[src/rtl/audio_frame_sequencer_if.sv]
// Request/acknowledge channel between the frame sequencer (master) and the
// shared sample-processing engine (slave).
interface audio_frame_sequencer_if #(
  parameter int DataWidth = 12
);
  logic                 procReq;
  logic [DataWidth-1:0] procData;
  logic                 procAck;
  logic [DataWidth-1:0] procResult;

  modport master (output procReq, output procData, input procAck, input procResult);
  modport slave  (input procReq, input procData, output procAck, output procResult);
endinterface

[src/rtl/audio_frame_sequencer.sv]
// Per-frame sequencer: issues each ADC sample to the shared engine, applies a
// soft-mute gain ramp on the way to the DAC and falls back to the dry sample on deadline miss.
module audio_frame_sequencer #(
  parameter int DataWidth    = 12,
  parameter int TimeoutWidth = 10,
  parameter int GainShift    = 4
) (
  input  logic                        clk,
  input  logic                        reset,
  input  logic signed [DataWidth-1:0] adcData,
  input  logic                        adcDataValid,
  input  logic [TimeoutWidth-1:0]     timeout,
  input  logic                        bypass,
  input  logic                        muteReq,
  audio_frame_sequencer_if.master     eng,
  output logic signed [DataWidth-1:0] dacData,
  output logic                        dacDataValid,
  output logic [7:0]                  underrunCount,
  output logic [7:0]                  overrunCount,
  output logic                        busy
);

  localparam int GainWidth = GainShift + 1;
  localparam int ProdWidth = DataWidth + GainWidth + 1;
  localparam logic [GainWidth-1:0]    GainZero  = GainWidth'(0);
  localparam logic [GainWidth-1:0]    GainOne   = GainWidth'(1);
  localparam logic [GainWidth-1:0]    GainUnity = GainWidth'(1) << GainShift;
  localparam logic [TimeoutWidth-1:0] TimerOne  = TimeoutWidth'(1);
  localparam logic [7:0]              CntMax    = 8'hFF;
  localparam logic [7:0]              CntOne    = 8'h01;

  typedef enum logic [1:0] {
    IDLE  = 2'd0,
    REQ   = 2'd1,
    EMIT  = 2'd2,
    DRAIN = 2'd3
  } state_e;

  state_e                   state_q, state_d;
  logic                     adc_valid_q, adc_valid_d;
  logic                     proc_req_q, proc_req_d;
  logic [DataWidth-1:0]     proc_data_q, proc_data_d;
  logic [DataWidth-1:0]     result_q, result_d;
  logic [TimeoutWidth-1:0]  timer_q, timer_d;
  logic [TimeoutWidth-1:0]  timeout_q, timeout_d;
  logic                     abandoned_q, abandoned_d;
  logic [GainWidth-1:0]     gain_q, gain_d;
  logic [DataWidth-1:0]     dac_data_q, dac_data_d;
  logic                     dac_valid_q, dac_valid_d;
  logic [7:0]               underrun_q, underrun_d;
  logic [7:0]               overrun_q, overrun_d;
  logic                     busy_q, busy_d;
  logic                     strobe_s;

  logic signed [ProdWidth-1:0] res_ext_s, gain_ext_s, prod_s;
  logic                        unused_prod_s;

  // Full-width signed product; taking bits above GainShift is the floor shift.
  assign res_ext_s     = {{(ProdWidth-DataWidth){result_q[DataWidth-1]}}, result_q};
  assign gain_ext_s    = {{(ProdWidth-GainWidth){1'b0}}, gain_q};
  assign prod_s        = res_ext_s * gain_ext_s;
  assign unused_prod_s = ^{prod_s[ProdWidth-1:DataWidth+GainShift], prod_s[GainShift-1:0]};
  assign strobe_s      = adcDataValid & ~adc_valid_q;

  always_comb begin
    state_d     = state_q;
    adc_valid_d = adcDataValid;
    proc_data_d = proc_data_q;
    result_d    = result_q;
    timer_d     = timer_q;
    timeout_d   = timeout_q;
    abandoned_d = abandoned_q;
    gain_d      = gain_q;
    dac_data_d  = dac_data_q;
    dac_valid_d = 1'b0;
    underrun_d  = underrun_q;
    overrun_d   = overrun_q;

    case (state_q)
      IDLE: begin
        if (strobe_s) begin
          proc_data_d = adcData;
          timeout_d   = timeout;
          timer_d     = '0;
          if (bypass) begin
            result_d = adcData;
            state_d  = EMIT;
          end else begin
            state_d = REQ;
          end
        end else begin
          state_d = IDLE;
        end
      end
      REQ: begin
        if (eng.procAck) begin
          result_d = eng.procResult;
          state_d  = EMIT;
        end else if (timer_q == timeout_q) begin
          result_d    = proc_data_q;
          abandoned_d = 1'b1;
          underrun_d  = (underrun_q == CntMax) ? underrun_q : underrun_q + CntOne;
          state_d     = EMIT;
        end else begin
          timer_d = timer_q + TimerOne;
        end
      end
      EMIT: begin
        dac_data_d  = prod_s[DataWidth+GainShift-1:GainShift];
        dac_valid_d = 1'b1;
        if (muteReq && (gain_q != GainZero)) begin
          gain_d = gain_q - GainOne;
        end else if (!muteReq && (gain_q < GainUnity)) begin
          gain_d = gain_q + GainOne;
        end else begin
          gain_d = gain_q;
        end
        // procReq is still raised here after an abandon, so a late ack may land now.
        if (abandoned_q && eng.procAck) begin
          abandoned_d = 1'b0;
          state_d     = IDLE;
        end else if (abandoned_q) begin
          state_d = DRAIN;
        end else begin
          state_d = IDLE;
        end
      end
      DRAIN: begin
        if (eng.procAck) begin
          abandoned_d = 1'b0;
          state_d     = IDLE;
        end else begin
          state_d = DRAIN;
        end
      end
      default: begin
        state_d = IDLE;
      end
    endcase

    if (strobe_s && (state_q != IDLE)) begin
      overrun_d = (overrun_q == CntMax) ? overrun_q : overrun_q + CntOne;
    end else begin
      overrun_d = overrun_d;
    end

    proc_req_d = (state_d == REQ) || (state_d == DRAIN) || ((state_d == EMIT) && abandoned_d);
    busy_d     = (state_d != IDLE);
  end

  always_ff @(posedge clk) begin
    if (reset) begin
      state_q     <= IDLE;
      adc_valid_q <= 1'b0;
      proc_req_q  <= 1'b0;
      proc_data_q <= '0;
      result_q    <= '0;
      timer_q     <= '0;
      timeout_q   <= '0;
      abandoned_q <= 1'b0;
      gain_q      <= '0;
      dac_data_q  <= '0;
      dac_valid_q <= 1'b0;
      underrun_q  <= 8'h00;
      overrun_q   <= 8'h00;
      busy_q      <= 1'b0;
    end else begin
      state_q     <= state_d;
      adc_valid_q <= adc_valid_d;
      proc_req_q  <= proc_req_d;
      proc_data_q <= proc_data_d;
      result_q    <= result_d;
      timer_q     <= timer_d;
      timeout_q   <= timeout_d;
      abandoned_q <= abandoned_d;
      gain_q      <= gain_d;
      dac_data_q  <= dac_data_d;
      dac_valid_q <= dac_valid_d;
      underrun_q  <= underrun_d;
      overrun_q   <= overrun_d;
      busy_q      <= busy_d;
    end
  end

  assign eng.procReq   = proc_req_q;
  assign eng.procData  = proc_data_q;
  assign dacData       = dac_data_q;
  assign dacDataValid  = dac_valid_q;
  assign underrunCount = underrun_q;
  assign overrunCount  = overrun_q;
  assign busy          = busy_q;

endmodule

[src/flat_wrapper.sv]
// flat-port wrapper written by rule: the top's interface ports become plain ports
module audio_frame_sequencer_flat 
#(
  parameter int DataWidth    = 12,
  parameter int TimeoutWidth = 10,
  parameter int GainShift    = 4
)
  (clk, reset, adcData, adcDataValid, timeout, bypass, muteReq, dacData, dacDataValid, underrunCount, overrunCount, busy, eng_procReq, eng_procData, eng_procAck, eng_procResult);
  audio_frame_sequencer_if #(.DataWidth(DataWidth)) eng_i ();
  input  logic clk;
  input  logic reset;
  input  logic signed [DataWidth-1:0] adcData;
  input  logic adcDataValid;
  input  logic [TimeoutWidth-1:0] timeout;
  input  logic bypass;
  input  logic muteReq;
  output logic signed [DataWidth-1:0] dacData;
  output logic dacDataValid;
  output logic [7:0] underrunCount;
  output logic [7:0] overrunCount;
  output logic busy;
  output wire logic [$bits(eng_i.procReq)-1:0] eng_procReq;
  output wire logic [$bits(eng_i.procData)-1:0] eng_procData;
  input wire logic [$bits(eng_i.procAck)-1:0] eng_procAck;
  input wire logic [$bits(eng_i.procResult)-1:0] eng_procResult;
  assign eng_procReq = eng_i.procReq;
  assign eng_procData = eng_i.procData;
  assign eng_i.procAck = eng_procAck;
  assign eng_i.procResult = eng_procResult;
  audio_frame_sequencer #(.DataWidth(DataWidth), .TimeoutWidth(TimeoutWidth), .GainShift(GainShift)) u_core (.clk(clk), .reset(reset), .adcData(adcData), .adcDataValid(adcDataValid), .timeout(timeout), .bypass(bypass), .muteReq(muteReq), .eng(eng_i), .dacData(dacData), .dacDataValid(dacDataValid), .underrunCount(underrunCount), .overrunCount(overrunCount), .busy(busy));
endmodule
[config.mk]
export PLATFORM = sky130hd
export DESIGN_NAME = audio_frame_sequencer_flat
export DESIGN_NICKNAME = d
export VERILOG_FILES = /design/src/rtl/audio_frame_sequencer_if.sv /design/src/rtl/audio_frame_sequencer.sv /design/src/flat_wrapper.sv
export SDC_FILE = /design/constraint.sdc
export NUM_CORES = 1
export LEC_CHECK = 0
export BUFFER_PORTS_ARGS = -buffer_cell sky130_fd_sc_hd__buf_2
export CAP_MARGIN = 15
export CORE_MARGIN = 5
export CORE_UTILIZATION = 59
export CTS_CLUSTER_DIAMETER = 80
export DETAILED_ROUTE_END_ITERATION = 10
export PLACE_DENSITY = 0.81
export SYNTH_ARGS = -nofsm -noshare
export SYNTH_HDL_FRONTEND = slang
export SYNTH_SLANG_ARGS = --single-unit
[constraint.sdc]
create_clock -name clk -period 4.4 [get_ports clk]
set_input_delay 1.1 -clock clk [delete_from_list [all_inputs] [get_ports clk]]
set_output_delay 1.1 -clock clk [all_outputs]
set_load 0.05 [all_outputs]
==> metrics <==
status=finished, final reports clean; drt wl/cell=15.1 um; DP Area=between 6000 and 7000 um^2; RSZ-0062 raised after global routing=false; register area share after synthesis=28.6%; # Post-CTS Setup Buffers=0; area of the die=about 12000 um^2; final max-slew violation count=0; internal power=1.19 mW; Max Clk Rate=244 MHz; Iteration-0 DRC Markers=around 330; clk slew on worst S/H paths=100 ps; fin crit share=93.0%; Worst Skew=14.0 ps; I/O pin count=83; Worst-Margin Slew=between 900 and 1000 ps; min Tclk post-route=4090 ps; Gate Count Post-Synth=about 710; hpwl dp=10.4 mm; Main synth FF type=dfxtp_1; All-Layer GR Usage=24.2%; Gate power share=13.7%; R2R Setup Slk=310 ps; CP Class=flop to flop; Setup violations, final=0; crit start category=flop; Critical Path End Type=flop; grt total ovfl=0; area fraction of the dominant cell type after synthesis=28.6%; Fillers=802; Worst EP arrival=4360 ps; distinct cell type count after synthesis=60; reg2reg start=u_core.gain_q[0]$_SDFFE_PP0P_; Post-synth ARST share=0%; Final #Nets=876; PD cells=between 200 and 300 nW/um^2; PortBufs=82; Reg2Reg Depth=12; final WL=13.7 mm; Mapped Area=5890 um^2; DR DRC count=0; # H-tree levels=3; top cells by area, synth=dfxtp_1 (29%), fa_1 (12%), a21oi_1 (6.6%); clock network power share=between 30 and 40%; Vias=5211; final instance area=~6600 um^2; Chip Height=110 um; Min Hold Slack=459 ps; Sw Share=a little under 30%; CP required=around 4700 ps; class of the worst hold path=flop to flop; hold path depth=2; Final ANT Viol Nets=0; Reg-to-Reg End=u_core.dacData[9]$_SDFFE_PP0P_; share of cells above drive strength 1=15.2%; Setup TNS Final=0 ps; area delta synth->final=12.0%; core area=9770 um^2; register bit total from synthesis=84; Synth area leader=dfxtp_1; most frequent cell after synthesis=dfxtp_1; post-DR vias/cell=between 5 and 6; row count=36; synth cell count leaders=dfxtp_1 (84), a21oi_1 (78), nand2_1 (77); hold path startpoint=u_core.dacData[7]$_SDFFE_PP0P_; largest net degree at the start of global routing=55; Final Hold Viols=0; Slew headroom=about 36%; Max-Cap Viols=0; maximum VDD drop=0.159 mV; Ys Warns=0; post-synth net total=slightly above 800; Post-synth EDFFs=0; # diodes=0; initial antenna violation count=0; Die Wd=110 um; first-pass GRT wire length=23.6 mm; Hold EP=u_core.dacData[7]$_SDFFE_PP0P_; TritonCTS buffer count=9; TritonCTS clock tree=built; critical path fanouts, max=15; Starting Density=60.2%; 1st-pass router iterations=4; Mean Syn Cell Area=8.32 um^2; part of the power in registers=48.6%; CTS Buffer Depth=2; number of global-route vias before repair=5196; routability cong.=0.855; Clock Sinks=84; Sw Pwr=about 0.5 mW; clk root buf=clkbuf_8; P_leak=3.07 nW; later-pin clock latency in the skew report=360 ps
## cell families (layout without fill, tap and decap cells)
group	after synthesis	after routing	synth area share (%)
compound gates	156	156	16.2
xor+xnor	29	29	4.55
fa+ha+maj	66	66	18.5
buf+inv	103	170	6.65
flops	84	84	28.6
mux	18	18	3.08
simple gates	252	252	22.5
## state kept, by name, summed over array words and instances, names as in the netlist
register              cells
u_core.eng.procReq        1
u_core.gain_q             5
u_core.abandoned_q        1
u_core.dacData           12
u_core.timer_q           10
u_core.eng.procData      12
u_core.dacDataValid       1
u_core.timeout_q         10
u_core.underrunCount      8
u_core.adc_valid_q        1
u_core.state_q            2
u_core.busy               1
u_core.result_q          12
u_core.overrunCount       8
## how the worst max path moves through the flow
stage / from / to / slack, ps / cells past startpoint
after floorplan: u_core.gain_q[0]$_SDFFE_PP0P_ / u_core.dacData[9]$_SDFFE_PP0P_ / 360 / 13
after global placement: u_core.gain_q[0]$_SDFFE_PP0P_ / u_core.dacData[9]$_SDFFE_PP0P_ / 250 / 12
after detailed placement: u_core.gain_q[0]$_SDFFE_PP0P_ / u_core.dacData[9]$_SDFFE_PP0P_ / 190 / 12
after CTS: u_core.gain_q[0]$_SDFFE_PP0P_ / u_core.dacData[9]$_SDFFE_PP0P_ / 160 / 12
after global routing: u_core.gain_q[3]$_SDFFE_PP0P_ / u_core.dacData[9]$_SDFFE_PP0P_ / 70 / 13
final: u_core.gain_q[0]$_SDFFE_PP0P_ / u_core.dacData[9]$_SDFFE_PP0P_ / 310 / 12
## metrics by stage
step | std cells | utilization [%] | power (mW) | setup WS (ps)
5_1_grt | 908 | 67.5 | 1.76 | 66.8
4_1_cts | 908 | 67.4 | 1.69 | 164
6_report | 908 | 67.5 | 1.68 | 306
3_5_place_dp | 892 | 65.2 | 1.07 | 192
3_3_place_gp | 892 | 65.2 | 1.06 | 248
2_1_floorplan | 708 | - | 0.997 | 355
## area by class of cell
| type | instances | area, um^2 | area share [%] |
|---|---|---|---|
| repair buffers | 89 | 463 | 7.02 |
| well taps | 133 | 166 | 2.52 |
| flip-flops and latches | 84 | 1690 | 25.6 |
| clock inverters | 6 | 93.8 | 1.42 |
| multi-input cells | 521 | 3810 | 57.8 |
| inverters | 65 | 244 | 3.70 |
| clock buffers | 10 | 128 | 1.94 |
## power by group through the flow
stage | registers, mW | clock network, mW | logic [mW]
after floorplan | 0.868 | 0 | 0.129
final | 0.818 | 0.635 | 0.232
after global routing | 0.823 | 0.679 | 0.255
after global placement | 0.833 | 0 | 0.222
after CTS | 0.817 | 0.638 | 0.232
after detailed placement | 0.835 | 0 | 0.231
## metal layers
layer,GRT usage [%],wire (um),vias up
met2,41.8,6810,131
met4,8.19,262,0
met1,30.7,6000,2516
li1,-,-,2534
met5,0,0,-
met3,4.05,656,30
## repair_timing
item | CTS | global route
hold buffers | 0 | 0
setup endpoints to repair | 0 | 1
resized for setup | 0 | 3
## critical path, cell delays in order (launching register included)
cell,delay (ps)
dfxtp_2,480
and2_1,190
fa_1,430
fa_1,490
inv_1,50
fa_1,520
inv_1,50
ha_1,360
and4_1,230
a32o_1,300
o311ai_0,390
a2111oi_0,170
a311o_1,340
## placed cells by master (no fill, tap or decap), types with 10 or more instances in the layout
master	Yosys	final
inv_1	65	65
and2_1	50	50
o21ai_0	25	25
a21oi_1	78	78
dfxtp_1	84	81
ha_1	31	31
nand2_1	77	77
or3_1	20	20
buf_2	4	82
xnor2_1	14	14
nand3_1	18	18
nor2_1	37	37
xor2_1	14	14
mux2i_1	17	17
o31ai_1	10	10
fa_1	35	35
Power figures use the tool's default switching activity.
